==> config.mk <==
export PLATFORM = sky130hd
export DESIGN_NAME = fp_addsub_pipe
export DESIGN_NICKNAME = d
export VERILOG_FILES = /design/src/rtl/fp_addsub_pkg.sv /design/src/rtl/fp_pipe_stage.sv /design/src/rtl/fp_addsub_pipe.sv
export SDC_FILE = /design/constraint.sdc
export NUM_CORES = 1
export LEC_CHECK = 0
export ABC_AREA = 1
export CAP_MARGIN = 30
export CORE_AREA = 5 5 193 195
export CTS_CLUSTER_SIZE = 20
export DETAILED_ROUTE_END_ITERATION = 16
export DIE_AREA = 0 0 198 200
export PLACE_DENSITY = 0.63
export SYNTH_ARGS = -nofsm -noshare
export SYNTH_HDL_FRONTEND = slang
export SYNTH_SLANG_ARGS = --single-unit
==> constraint.sdc <==
create_clock -name clk -period 21.3 [get_ports clk]
set_input_delay 4.26 -clock clk [delete_from_list [all_inputs] [get_ports clk]]
set_output_delay 4.26 -clock clk [all_outputs]
set_load 0.01 [all_outputs]
==> src/rtl/fp_addsub_pkg.sv <==
// Shared types and constants for the elastic FP add/sub pipeline.
// Op encoding, DW rounding modes, status bit positions, canonical QNaN.
package fp_addsub_pkg;

  typedef enum logic {
    FP_ADD = 1'b0,
    FP_SUB = 1'b1
  } fp_op_e;

  localparam logic [2:0] RND_RNE = 3'b000;
  localparam logic [2:0] RND_RZ  = 3'b001;
  localparam logic [2:0] RND_RUP = 3'b010;
  localparam logic [2:0] RND_RDN = 3'b011;
  localparam logic [2:0] RND_RNA = 3'b100;

  localparam int STAT_ZERO    = 0;
  localparam int STAT_INF     = 1;
  localparam int STAT_INVALID = 2;
  localparam int STAT_TINY    = 3;
  localparam int STAT_HUGE    = 4;
  localparam int STAT_INEXACT = 5;

  localparam logic [31:0] QNAN_SP = 32'h7FC0_0000;

endpackage

==> src/rtl/fp_pipe_stage.sv <==
// Elastic register slice: loads when empty or when its contents leave.
// Ports: clk, rst_n, in_val_i/in_rdy_o/in_data_i, out_val_o/out_rdy_i/out_data_o.
module fp_pipe_stage #(
  parameter int DW = 8
) (
  input  logic          clk,
  input  logic          rst_n,
  input  logic          in_val_i,
  output logic          in_rdy_o,
  input  logic [DW-1:0] in_data_i,
  output logic          out_val_o,
  input  logic          out_rdy_i,
  output logic [DW-1:0] out_data_o
);

  logic          val_q;
  logic          val_d;
  logic [DW-1:0] data_q;

  assign in_rdy_o = !val_q || out_rdy_i;
  // Loading an empty upstream slot clears val: bubbles collapse.
  assign val_d = in_rdy_o ? in_val_i : val_q;

  always_ff @(posedge clk or negedge rst_n) begin
    if (!rst_n) val_q <= 1'b0;
    else        val_q <= val_d;
  end

  always_ff @(posedge clk) begin
    if (in_rdy_o && in_val_i) data_q <= in_data_i;
  end

  assign out_val_o  = val_q;
  assign out_data_o = data_q;

endmodule

==> src/rtl/fp_addsub_pipe.sv <==
// Elastic IEEE-style FP add/sub, NSTAGES register stages, valid/ready.
// Ports: clk, reset(async low), in_val/in_rdy/in_op/in_rnd/in0/in1,
//   out_val/out_rdy/out/out_status; with FP_ADDSUB_PIPE_STICKY_FLAGS_EN
//   also flags_clr and sticky flags[4:0] = status[5:1].
module fp_addsub_pipe
  import fp_addsub_pkg::*;
#(
  parameter int SIG_WIDTH       = 23,
  parameter int EXP_WIDTH       = 8,
  parameter int IEEE_COMPLIANCE = 1,
  parameter int NSTAGES         = 2
) (
  input  logic                           clk,
  input  logic                           reset,
  input  logic                           in_val,
  output logic                           in_rdy,
  input  logic                           in_op,
  input  logic [2:0]                     in_rnd,
  input  logic [SIG_WIDTH+EXP_WIDTH:0]   in0,
  input  logic [SIG_WIDTH+EXP_WIDTH:0]   in1,
  output logic                           out_val,
  input  logic                           out_rdy,
  output logic [SIG_WIDTH+EXP_WIDTH:0]   out,
  output logic [7:0]                     out_status
`ifdef FP_ADDSUB_PIPE_STICKY_FLAGS_EN
  ,
  input  logic                           flags_clr,
  output logic [4:0]                     flags
`endif
);

  localparam int W    = 1 + EXP_WIDTH + SIG_WIDTH;
  localparam int M    = SIG_WIDTH + 1;
  localparam int X    = M + 3;
  localparam int EMAX = (1 << EXP_WIDTH) - 1;
  localparam int DW   = W + 8;

  typedef struct packed {
    logic [W-1:0] z;
    logic [7:0]   st;
  } res_t;

  // Combinational add/sub with guard/round/sticky, DW-style status.
  function automatic res_t fp_add(
    input logic [W-1:0] a_in,
    input logic [W-1:0] b_in,
    input fp_op_e       op,
    input logic [2:0]   rnd
  );
    logic sa, sb, sz, eff_sub;
    logic a_nan, b_nan, a_inf, b_inf;
    logic g, stk, inx, inc, ovf_inf;
    logic [W-2:0] maga, magb, tmp;
    logic [M-1:0] ma, mb;
    logic [X-1:0] xa, xb;
    logic [2*X-1:0] wide;
    logic [X:0] s;
    logic [M:0] mr;
    logic [SIG_WIDTH-1:0] frac;
    int ea, eb, d, ex, lz, sh, ef;
    res_t r;
    r = '0;
    sa = a_in[W-1];
    sb = b_in[W-1] ^ (op == FP_SUB);
    maga = a_in[W-2:0];
    magb = b_in[W-2:0];
    if (IEEE_COMPLIANCE == 0) begin
      if (maga[W-2:SIG_WIDTH] == '0) maga = '0;
      if (magb[W-2:SIG_WIDTH] == '0) magb = '0;
    end
    a_nan = (&maga[W-2:SIG_WIDTH]) && (|maga[SIG_WIDTH-1:0]);
    a_inf = (&maga[W-2:SIG_WIDTH]) && !(|maga[SIG_WIDTH-1:0]);
    b_nan = (&magb[W-2:SIG_WIDTH]) && (|magb[SIG_WIDTH-1:0]);
    b_inf = (&magb[W-2:SIG_WIDTH]) && !(|magb[SIG_WIDTH-1:0]);
    eff_sub = sa ^ sb;
    sz = sa;
    // Larger magnitude first so the subtraction never goes negative.
    if (magb > maga) begin
      tmp  = maga;
      maga = magb;
      magb = tmp;
      sz   = sb;
    end
    ea = {{(32-EXP_WIDTH){1'b0}}, maga[W-2:SIG_WIDTH]};
    eb = {{(32-EXP_WIDTH){1'b0}}, magb[W-2:SIG_WIDTH]};
    ma = {(ea != 0), maga[SIG_WIDTH-1:0]};
    mb = {(eb != 0), magb[SIG_WIDTH-1:0]};
    if (ea == 0) ea = 1;
    if (eb == 0) eb = 1;
    d = ea - eb;
    if (d > X) d = X;
    xa = {ma, 3'b000};
    wide = {mb, 3'b000, {X{1'b0}}} >> d;
    xb = wide[2*X-1:X];
    xb[0] = xb[0] | (|wide[X-1:0]);
    if (eff_sub) s = {1'b0, xa} - {1'b0, xb};
    else         s = {1'b0, xa} + {1'b0, xb};
    ex = ea;
    lz = 0;
    sh = 0;
    if (s[X]) begin
      s  = {1'b0, s[X:2], s[1] | s[0]};
      ex = ex + 1;
    end else begin
      lz = X;
      for (int i = 0; i < X; i++) begin
        if (s[i]) lz = X - 1 - i;
      end
      // Stop normalising at the minimum exponent: result goes subnormal.
      sh = (lz < ex - 1) ? lz : ex - 1;
      s  = s << sh;
      ex = ex - sh;
    end
    if (s == '0) sz = eff_sub ? (rnd == RND_RDN) : sa;
    mr  = {1'b0, s[X-1:3]};
    g   = s[2];
    stk = s[1] | s[0];
    inx = g | stk;
    unique case (rnd)
      RND_RNE: inc = g & (stk | mr[0]);
      RND_RZ:  inc = 1'b0;
      RND_RUP: inc = inx & !sz;
      RND_RDN: inc = inx & sz;
      RND_RNA: inc = g;
      default: inc = inx;
    endcase
    mr = mr + {{M{1'b0}}, inc};
    // A carry out of rounding, or a subnormal rounding up to the hidden bit,
    // both bump the exponent field naturally.
    ef   = mr[M] ? ex + 1 : (mr[M-1] ? ex : 0);
    frac = mr[M] ? mr[SIG_WIDTH:1] : mr[SIG_WIDTH-1:0];
    if (IEEE_COMPLIANCE == 0 && ef == 0) frac = '0;
    unique case (rnd)
      RND_RZ:  ovf_inf = 1'b0;
      RND_RUP: ovf_inf = !sz;
      RND_RDN: ovf_inf = sz;
      default: ovf_inf = 1'b1;
    endcase
    if (a_nan || b_nan || (a_inf && b_inf && eff_sub)) begin
      r.z = {1'b0, {EXP_WIDTH{1'b1}}, 1'b1, {(SIG_WIDTH-1){1'b0}}};
      r.st[STAT_INVALID] = 1'b1;
    end else if (a_inf || b_inf) begin
      r.z = {a_inf ? sa : sb, {EXP_WIDTH{1'b1}}, {SIG_WIDTH{1'b0}}};
      r.st[STAT_INF] = 1'b1;
    end else if (ef >= EMAX) begin
      r.z = ovf_inf ?
        {sz, {EXP_WIDTH{1'b1}}, {SIG_WIDTH{1'b0}}} :
        {sz, {(EXP_WIDTH-1){1'b1}}, 1'b0, {SIG_WIDTH{1'b1}}};
      r.st[STAT_INF]     = ovf_inf;
      r.st[STAT_HUGE]    = 1'b1;
      r.st[STAT_INEXACT] = 1'b1;
    end else begin
      r.z = {sz, ef[EXP_WIDTH-1:0], frac};
      r.st[STAT_ZERO]    = (ef == 0) && (frac == '0);
      r.st[STAT_TINY]    = (ef == 0) && (inx || (frac != '0));
      r.st[STAT_INEXACT] = inx;
    end
    return r;
  endfunction

  logic          stg_val [NSTAGES];
  logic          stg_rdy [NSTAGES+1];
  logic [DW-1:0] stg_dat [NSTAGES];

  logic         v0_q;
  logic         v0_d;
  logic [W-1:0] a_q;
  logic [W-1:0] b_q;
  fp_op_e       op_q;
  logic [2:0]   rnd_q;
  res_t         res;

  // stg_rdy[k]: stage k may load; stg_rdy[NSTAGES] is the consumer.
  assign stg_rdy[NSTAGES] = out_rdy;
  assign stg_rdy[0]       = !v0_q || stg_rdy[1];
  assign in_rdy           = stg_rdy[0];
  assign v0_d             = in_rdy ? in_val : v0_q;

  always_ff @(posedge clk or negedge reset) begin
    if (!reset) v0_q <= 1'b0;
    else        v0_q <= v0_d;
  end

  always_ff @(posedge clk) begin
    if (in_val && in_rdy) begin
      a_q   <= in0;
      b_q   <= in1;
      op_q  <= fp_op_e'(in_op);
      rnd_q <= in_rnd;
    end
  end

  always_comb res = fp_add(a_q, b_q, op_q, rnd_q);

  assign stg_val[0] = v0_q;
  assign stg_dat[0] = {res.z, res.st};

  for (genvar k = 1; k < NSTAGES; k++) begin : g_stage
    fp_pipe_stage #(.DW(DW)) u_stage (
      .clk        (clk),
      .rst_n      (reset),
      .in_val_i   (stg_val[k-1]),
      .in_rdy_o   (stg_rdy[k]),
      .in_data_i  (stg_dat[k-1]),
      .out_val_o  (stg_val[k]),
      .out_rdy_i  (stg_rdy[k+1]),
      .out_data_o (stg_dat[k])
    );
  end

  assign out_val    = stg_val[NSTAGES-1];
  assign out        = out_val ? stg_dat[NSTAGES-1][DW-1:8] : '0;
  assign out_status = out_val ? stg_dat[NSTAGES-1][7:0] : '0;

`ifdef FP_ADDSUB_PIPE_STICKY_FLAGS_EN
  logic [4:0] flags_q;
  logic [4:0] flags_d;

  // A fire in the clearing cycle still lands its bits.
  always_comb begin
    flags_d = flags_clr ? 5'b0 : flags_q;
    if (out_val && out_rdy) flags_d = flags_d | out_status[5:1];
  end

  always_ff @(posedge clk or negedge reset) begin
    if (!reset) flags_q <= 5'b0;
    else        flags_q <= flags_d;
  end

  assign flags = flags_q;
`endif

endmodule

### Word level (Yosys, flattened, before mapping)

Index checks and enable logic that the tools add are counted.

| word-level totals | value |
|---|---|
| register bits | 108 |
| bits of input ports | 72 |

| operators by class | value |
|---|---|
| $add $sub $neg | 8 |
| $lt $le $gt $ge | 4 |
| eq/ne operators | 4 |
| shifts and indexed selects | 2 |
| muxes and demuxes | 56 |
| bitwise operators | 10 |
| reduce and logical (&&, ||, !) cells | 37 |

Operators with widths:

| cell | count |
|---|---|
| 32-bit 2-to-1 mux | 34 |
| 31-bit 2-to-1 mux | 3 |
| 32-bit by 2-bit adder with 32-bit output (second input constant) | 2 |
| 32-bit subtractor | 2 |
| 28-bit 2-to-1 mux | 2 |
| 54-bit by 32-bit right shift with 54-bit output | 1 |
| 23-bit OR reduction | 2 |
| 32-bit by 9-bit greater-or-equal comparator with 1-bit output (second input constant) | 1 |
| 32-bit by 6-bit greater-than comparator with 1-bit output (second input constant) | 1 |
| 32-bit logical NOT | 1 |
| 32-bit less-than comparator | 1 |
| 28-bit by 32-bit << shifter with 28-bit output | 1 |
| 32-bit by 2-bit subtractor with 32-bit output (second input constant) | 1 |
| 31-bit greater-than comparator | 1 |
| 27-bit by 27-bit adder with 28-bit output | 1 |
| 28-bit logical NOT | 1 |
| 27-bit by 27-bit subtractor with 28-bit output | 1 |
| 27-bit OR reduction | 1 |
| 24-bit by 1-bit adder with 25-bit output | 1 |
| 24-bit 2-to-1 mux | 1 |
| 23-bit logical NOT | 1 |
| 23-bit 2-to-1 mux | 1 |
| 23-bit nonzero test | 1 |
| 8-bit logical NOT | 2 |
| 19 further kinds | 57 |

### Longest topological paths before layout

| depth | value |
|---|---|
| depth in word-level cells | 55 |
| depth in mapped cells | 130 |

### By module

From an unflattened synthesis, not the netlist that was laid out.

| second synthesis, totals | value |
|---|---|
| cell total of the unflattened synthesis | 2527 |
| area total of the unflattened synthesis | 15568.7 um^2 |

By module, submodules not included:

| module | instances | cells an instance | area an instance (um^2) | seq. area each (um^2) |
|---|---|---|---|---|
| fp_addsub_pipe | 1 | 2481 | 14322.5 | 2067.0 |
| fp_pipe_stage | 1 | 46 | 1246.2 | 1226.2 |

### Worst setup path after synthesis

OpenSTA, ideal clock, no wires.

| timing | value |
|---|---|
| path type | register to register |
| start point | register a_q[26] |
| end point | register g_stage[1].u_stage.data_q[29] (data pin) |
| setup time | 0.258 ns |
| arrival time | 14.366 ns |
| path slack | 6.676 ns |
| cell stages (with the launch flop) | 120 |
| path buffers | 9 |
| period minus slack after synthesis | 14.624 ns |
| cell sequence | edfxtp_1 inv_1 ha_1 nand2_1 nor2_1 and3_1 a21oi_1 nand2_2 nand2_4 buf_4 clkbuf_1 clkbuf_1 nand2_1 o21ai_1 nor2_1 inv_1 nor2_1 a21oi_1 [... 84 more ...] nor2_1 nand2_1 nor2_2 nand4_2 nor2_4 buf_6 nand3_1 nand2_1 nand2_1 nor2_2 nand2_1 nor2_1 nand2_1 nand2_4 o211ai_2 nand2_2 buf_6 nor2_2 |

| between the ends | value |
|---|---|
| cells in the longest elaborated chain, start to end | 54 |
| elaborated cells between the ends (all ways) | 84 |
| those cells by class | add/sub (8); order compare (4); shift (2); mux (46); bitwise (8); reduce/logical (16) |

RTL lines:

| item | RTL line | RTL |
|---|---|---|
| start, declared | fp_addsub_pipe.sv:167 | `logic [W-1:0] a_q;` |
| start signal, assigned | fp_addsub_pipe.sv:186 | `a_q <= in0;` |
| 31-bit greater-than comparator | fp_addsub_pipe.sv:78 | `if (magb > maga) begin` |
| 31-bit 2-to-1 mux | fp_addsub_pipe.sv:78 |  |
| 8-bit logical NOT, on equally long branches | fp_addsub_pipe.sv:88, fp_addsub_pipe.sv:89 |  |
| 8-bit 2-to-1 mux, on equally long branches | fp_addsub_pipe.sv:88, fp_addsub_pipe.sv:89 |  |
| 32-bit subtractor | fp_addsub_pipe.sv:90 | `d = ea - eb;` |
| 32-bit by 6-bit greater-than comparator with 1-bit output | fp_addsub_pipe.sv:91 | `if (d > X) d = X;` |
| 32-bit 2-to-1 mux | fp_addsub_pipe.sv:91 |  |
| 54-bit by 32-bit right shift with 54-bit output | fp_addsub_pipe.sv:93 | `wide = {mb, 3'b000, {X{1'b0}}} >> d;` |
| [... 37 more ...] | - |  |
| 1-bit 2-to-1 mux | fp_addsub_pipe.sv:114 | `if (s == '0) sz = eff_sub ? (rnd == RND_RDN) : sa;` |
| 1-bit logical NOT | fp_addsub_pipe.sv:122, fp_addsub_pipe.sv:135 |  |
| 1-bit bitwise AND | fp_addsub_pipe.sv:122 | `RND_RUP: inc = inx & !sz;` |
| 1-bit one-hot mux with 5 select lines | fp_addsub_pipe.sv:119 | `unique case (rnd)` |
| 24-bit by 1-bit adder with 25-bit output | fp_addsub_pipe.sv:127 | `mr = mr + {{M{1'b0}}, inc};` |
| 32-bit 2-to-1 mux (2 in a row) | fp_addsub_pipe.sv:130 | `ef = mr[M] ? ex + 1 : (mr[M-1] ? ex : 0);` |
| 32-bit by 9-bit greater-or-equal comparator with 1-bit output | fp_addsub_pipe.sv:145 | `end else if (ef >= EMAX) begin` |
| 31-bit 2-to-1 mux | fp_addsub_pipe.sv:145 |  |
| end signal, assigned | fp_pipe_stage.sv:30 | `if (in_rdy_o && in_val_i) data_q <= in_data_i;` |
| end, declared | fp_pipe_stage.sv:18 | `logic [DW-1:0] data_q;` |

Parallel ways exist; a longest one is shown, timed or not. The select of a mux whose other input is x is not followed.
A chain may end at the register's enable or synchronous reset.

### Worst setup path in the final report

| timing | value |
|---|---|
| start point | register a_q[14] |
| end point | register g_stage[1].u_stage.data_q[9] (data pin) |

Same word-level chain as after synthesis.

==> summary.txt <==
Hold path
  • Launch point of the worst hold path: v0_q$_DFFE_PN0N_
  • Hold-critical path depth: 2
  • Worst Hold Class: reg2reg
  • Worst hold endpoint: g_stage[1].u_stage.out_val_o$_DFFE_PN0P_

Worst setup path
  • Crit. End Element: register
  • Crit Path Category: reg2reg
  • Most frequent CP cell: nand2_1
  • Reg2Reg Depth: 101
  • CP required: 21,410 ps
  • Crit Path Max Fanout: 72
  • Slowest stage cell, crit path: fa_1
  • FF-to-FF End: g_stage[1].u_stage.out_data_o[9]$_SDFFCE_PP0P_
  • Crit start category: register
  • CP arrival: 19,160 ps
  • CP peak stage delay: 690 ps
  • Worst R2R Setup Slack: 2240 ps
  • Reg2reg start: a_q[14]$_DFFE_PP_

CTS
  • Setup Fix Bufs, Post-CTS: 0
  • Post-CTS Hold Fix Bufs: 0
  • CTS resizes: 0
  • Clock latency on the worst-skew pair: 380 ps
  • Clk slew on worst S/H paths: 80 ps
  • CTS tree: done
  • Clock Tree Buf Depth: 2
  • Inserted Clock Buffers: 9
  • CTS root buf: clkbuf_16
  • CTS Sinks: 108
  • H-tree depth: 3

Routing
  • Met3 wire length: 3344 microns
  • DRT antenna net count: 0
  • M1 wire length: 23,900 microns
  • Avg WL per Cell: 16.45 microns
  • DRT Pass-1 Iters: 6
  • Routed wl met2: 21,540 microns
  • Max Used Layer: met4
  • Initial DRC count: 1,450
  • Vias after detailed routing: 16,621
  • Detailed Route WL: 50,100 microns
  • DRC: 0
  • Vias per inst: 5.458

Floorplan
  • Row cnt: 69
  • Die Ht: 200 microns
  • Die W: 198 microns
  • Die area: 0.03960 sq mm
  • # IOs: 114
  • Core Area: 0.03522 sq mm
  • Initial core utilization: 44.37%

Run status
  • Run status: finished, final reports clean

Timing
  • Crit path time final: 19,060 ps
  • Setup Viol. Count Final: 0
  • Worst-margin pin slew: 900.9 ps
  • WHS: 528.1 ps
  • Slew Limit Fails: 0
  • Final hold vios: 0
  • Sum Neg Setup Slack: 0 ps
  • Tcrit/Tclk final: 89.46%
  • Worst clock skew: 18.46 ps
  • F_max: 0.05248 GHz
  • Relative slew slack: 39.31%
  • RSZ-0062 raised after global routing: no

Place
  • Dpl hpwl: 41,660 microns
  • Final Wtd Congestion: 0.9748
  • DP Area: 0.01677 sq mm
  • # port buffers: 111

Global route
  • Tot GR Track Use: 25.24%
  • Initial antenna violation count: 0
  • Global-route wire length before repair: 81,290 microns
  • Largest net degree at the start of global routing: 73
  • Global route overflow: 0
  • Vias in the first global route: 15,590

Logic synthesis
  • EDFF count, synth: 106
  • Top FF cell, synth: edfxtp_1
  • Cell variety after synth: 71
  • Post-Syn Instances: 2,536
  • Top cells by area, synth: edfxtp_1 20%, nand2_1 16%, nand3_1 12%
  • Area share of the largest cell type after synthesis: 20.37%
  • Synthesized flop and latch total: 108
  • Yosys top cell by area: edfxtp_1
  • Mapped Area: 0.01563 sq mm
  • Register area share after synthesis: 20.69%
  • Mean Syn Cell Area: 6.163 sq um
  • Post-synth ARST share: 1.852%
  • Synth warn: 0

Cells and area
  • Antenna cells: 0
  • Most frequent cells in the layout: 674 x nand2_1, 376 x inv_1, 370 x nand3_1
  • Post-Layout Inst Area: 0.01707 sq mm
  • Layout cells sized above 1: 6.502%
  • Synthesis-to-layout area growth: 9.231%
  • Most common cell after layout, fill and taps aside: nand2_1
  • Final nets: 2,758

Flow run
  • Max cap viols: 0
[critical path: cells and delay by family, from the launching register on]
family	cells	cell delay [ps]
compound gates	17	3570
simple gates	64	9750
fa+ha+maj	9	3070
buf+inv	11	1920
flops	1	390
[state kept, by name (all words and copies together) (netlist names)]
| name | flops |
|---|---|
| b_q | 32 |
| a_q | 32 |
| op_q | 1 |
| g_stage.u_stage.out_data_o | 38 |
| v0_q | 1 |
| g_stage.u_stage.out_val_o | 1 |
| rnd_q | 3 |
[logic make-up (layout without fill, tap and decap cells)]
kind of cell	count (synthesis)	after routing	share of synthesized area (%)
AOI/OAI and AO/OA	313	313	11.69
xor gates and xnor gates	47	47	2.826
adders and majority gates	107	107	8.758
buffers and inverters	496	543	14.23
DFF	108	108	20.69
other	1	2	0.02399
and+or+nand+nor	1464	1464	41.78
[cell type report]
type | count | area (sq um)
clock buffers | 9 | 225.2
flip-flops and latches | 108 | 3233
multi-input cells | 1933 | 10190
well taps | 461 | 576.8
clock inverters | 7 | 73.82
repair buffers | 127 | 1261
fillers | 3738 | 18150
inverters | 400 | 1511
[worst max path at each step]
stage	from	endpoint	cells past startpoint
floorplan	a_q[26]$_DFFE_PP_	g_stage[1].u_stage.out_data_o[29]$_SDFFCE_PP0P_	119
global placement	a_q[14]$_DFFE_PP_	g_stage[1].u_stage.out_data_o[9]$_SDFFCE_PP0P_	104
detailed placement	a_q[14]$_DFFE_PP_	g_stage[1].u_stage.out_data_o[9]$_SDFFCE_PP0P_	97
CTS	a_q[14]$_DFFE_PP_	g_stage[1].u_stage.out_data_o[9]$_SDFFCE_PP0P_	97
global route	a_q[13]$_DFFE_PP_	g_stage[1].u_stage.out_data_o[9]$_SDFFCE_PP0P_	100
finish	a_q[14]$_DFFE_PP_	g_stage[1].u_stage.out_data_o[9]$_SDFFCE_PP0P_	101
[per-layer routing]
layer / GRT usage [%] / vias to the layer above
li1: - / 8341
met1: 36.43 / 7631
met2: 39.15 / 576
met3: 3.793 / 73
met4: 7.753 / 0
met5: 0 / -
[through the flow]
step	cells	setup WS [ps]	utilization [%]
floorplan	2537	6676	-
global placement	3026	2823	47.47
detailed placement	3029	2535	47.62
CTS	3045	2535	48.47
global route	3045	43.30	48.47
finish	3045	2245	48.47
[cells in the mapped netlist (4+ instances only)]
master and count:
nor3_1 23, or2_2 6, o31ai_1 5, nor2_2 31, nand3_1 370, a21oi_1 109
o21bai_1 6, nand3_2 9, fa_1 4, o21ai_2 12, nand2_2 26, o211ai_1 8
o21ai_0 102, buf_8 4, buf_4 20, clkinv_1 5, o21ai_1 25, xnor2_1 13
nor4_1 18, nand3b_1 7, a31oi_1 7, o21a_1 5, edfxtp_1 106, ha_1 103
inv_2 14, a21oi_2 4, inv_1 377, buf_6 25, nand2_4 8, nand4_1 40
a211oi_1 5, clkbuf_1 32, nand2_1 674, xor2_1 30, a21o_1 4, and2_1 5
nor2_4 5, buf_2 9, nor2_1 232
Power is left out: the tool's default activity adds up to more than one toggle a clock period on the data nets, which glitch-free logic cannot reach.
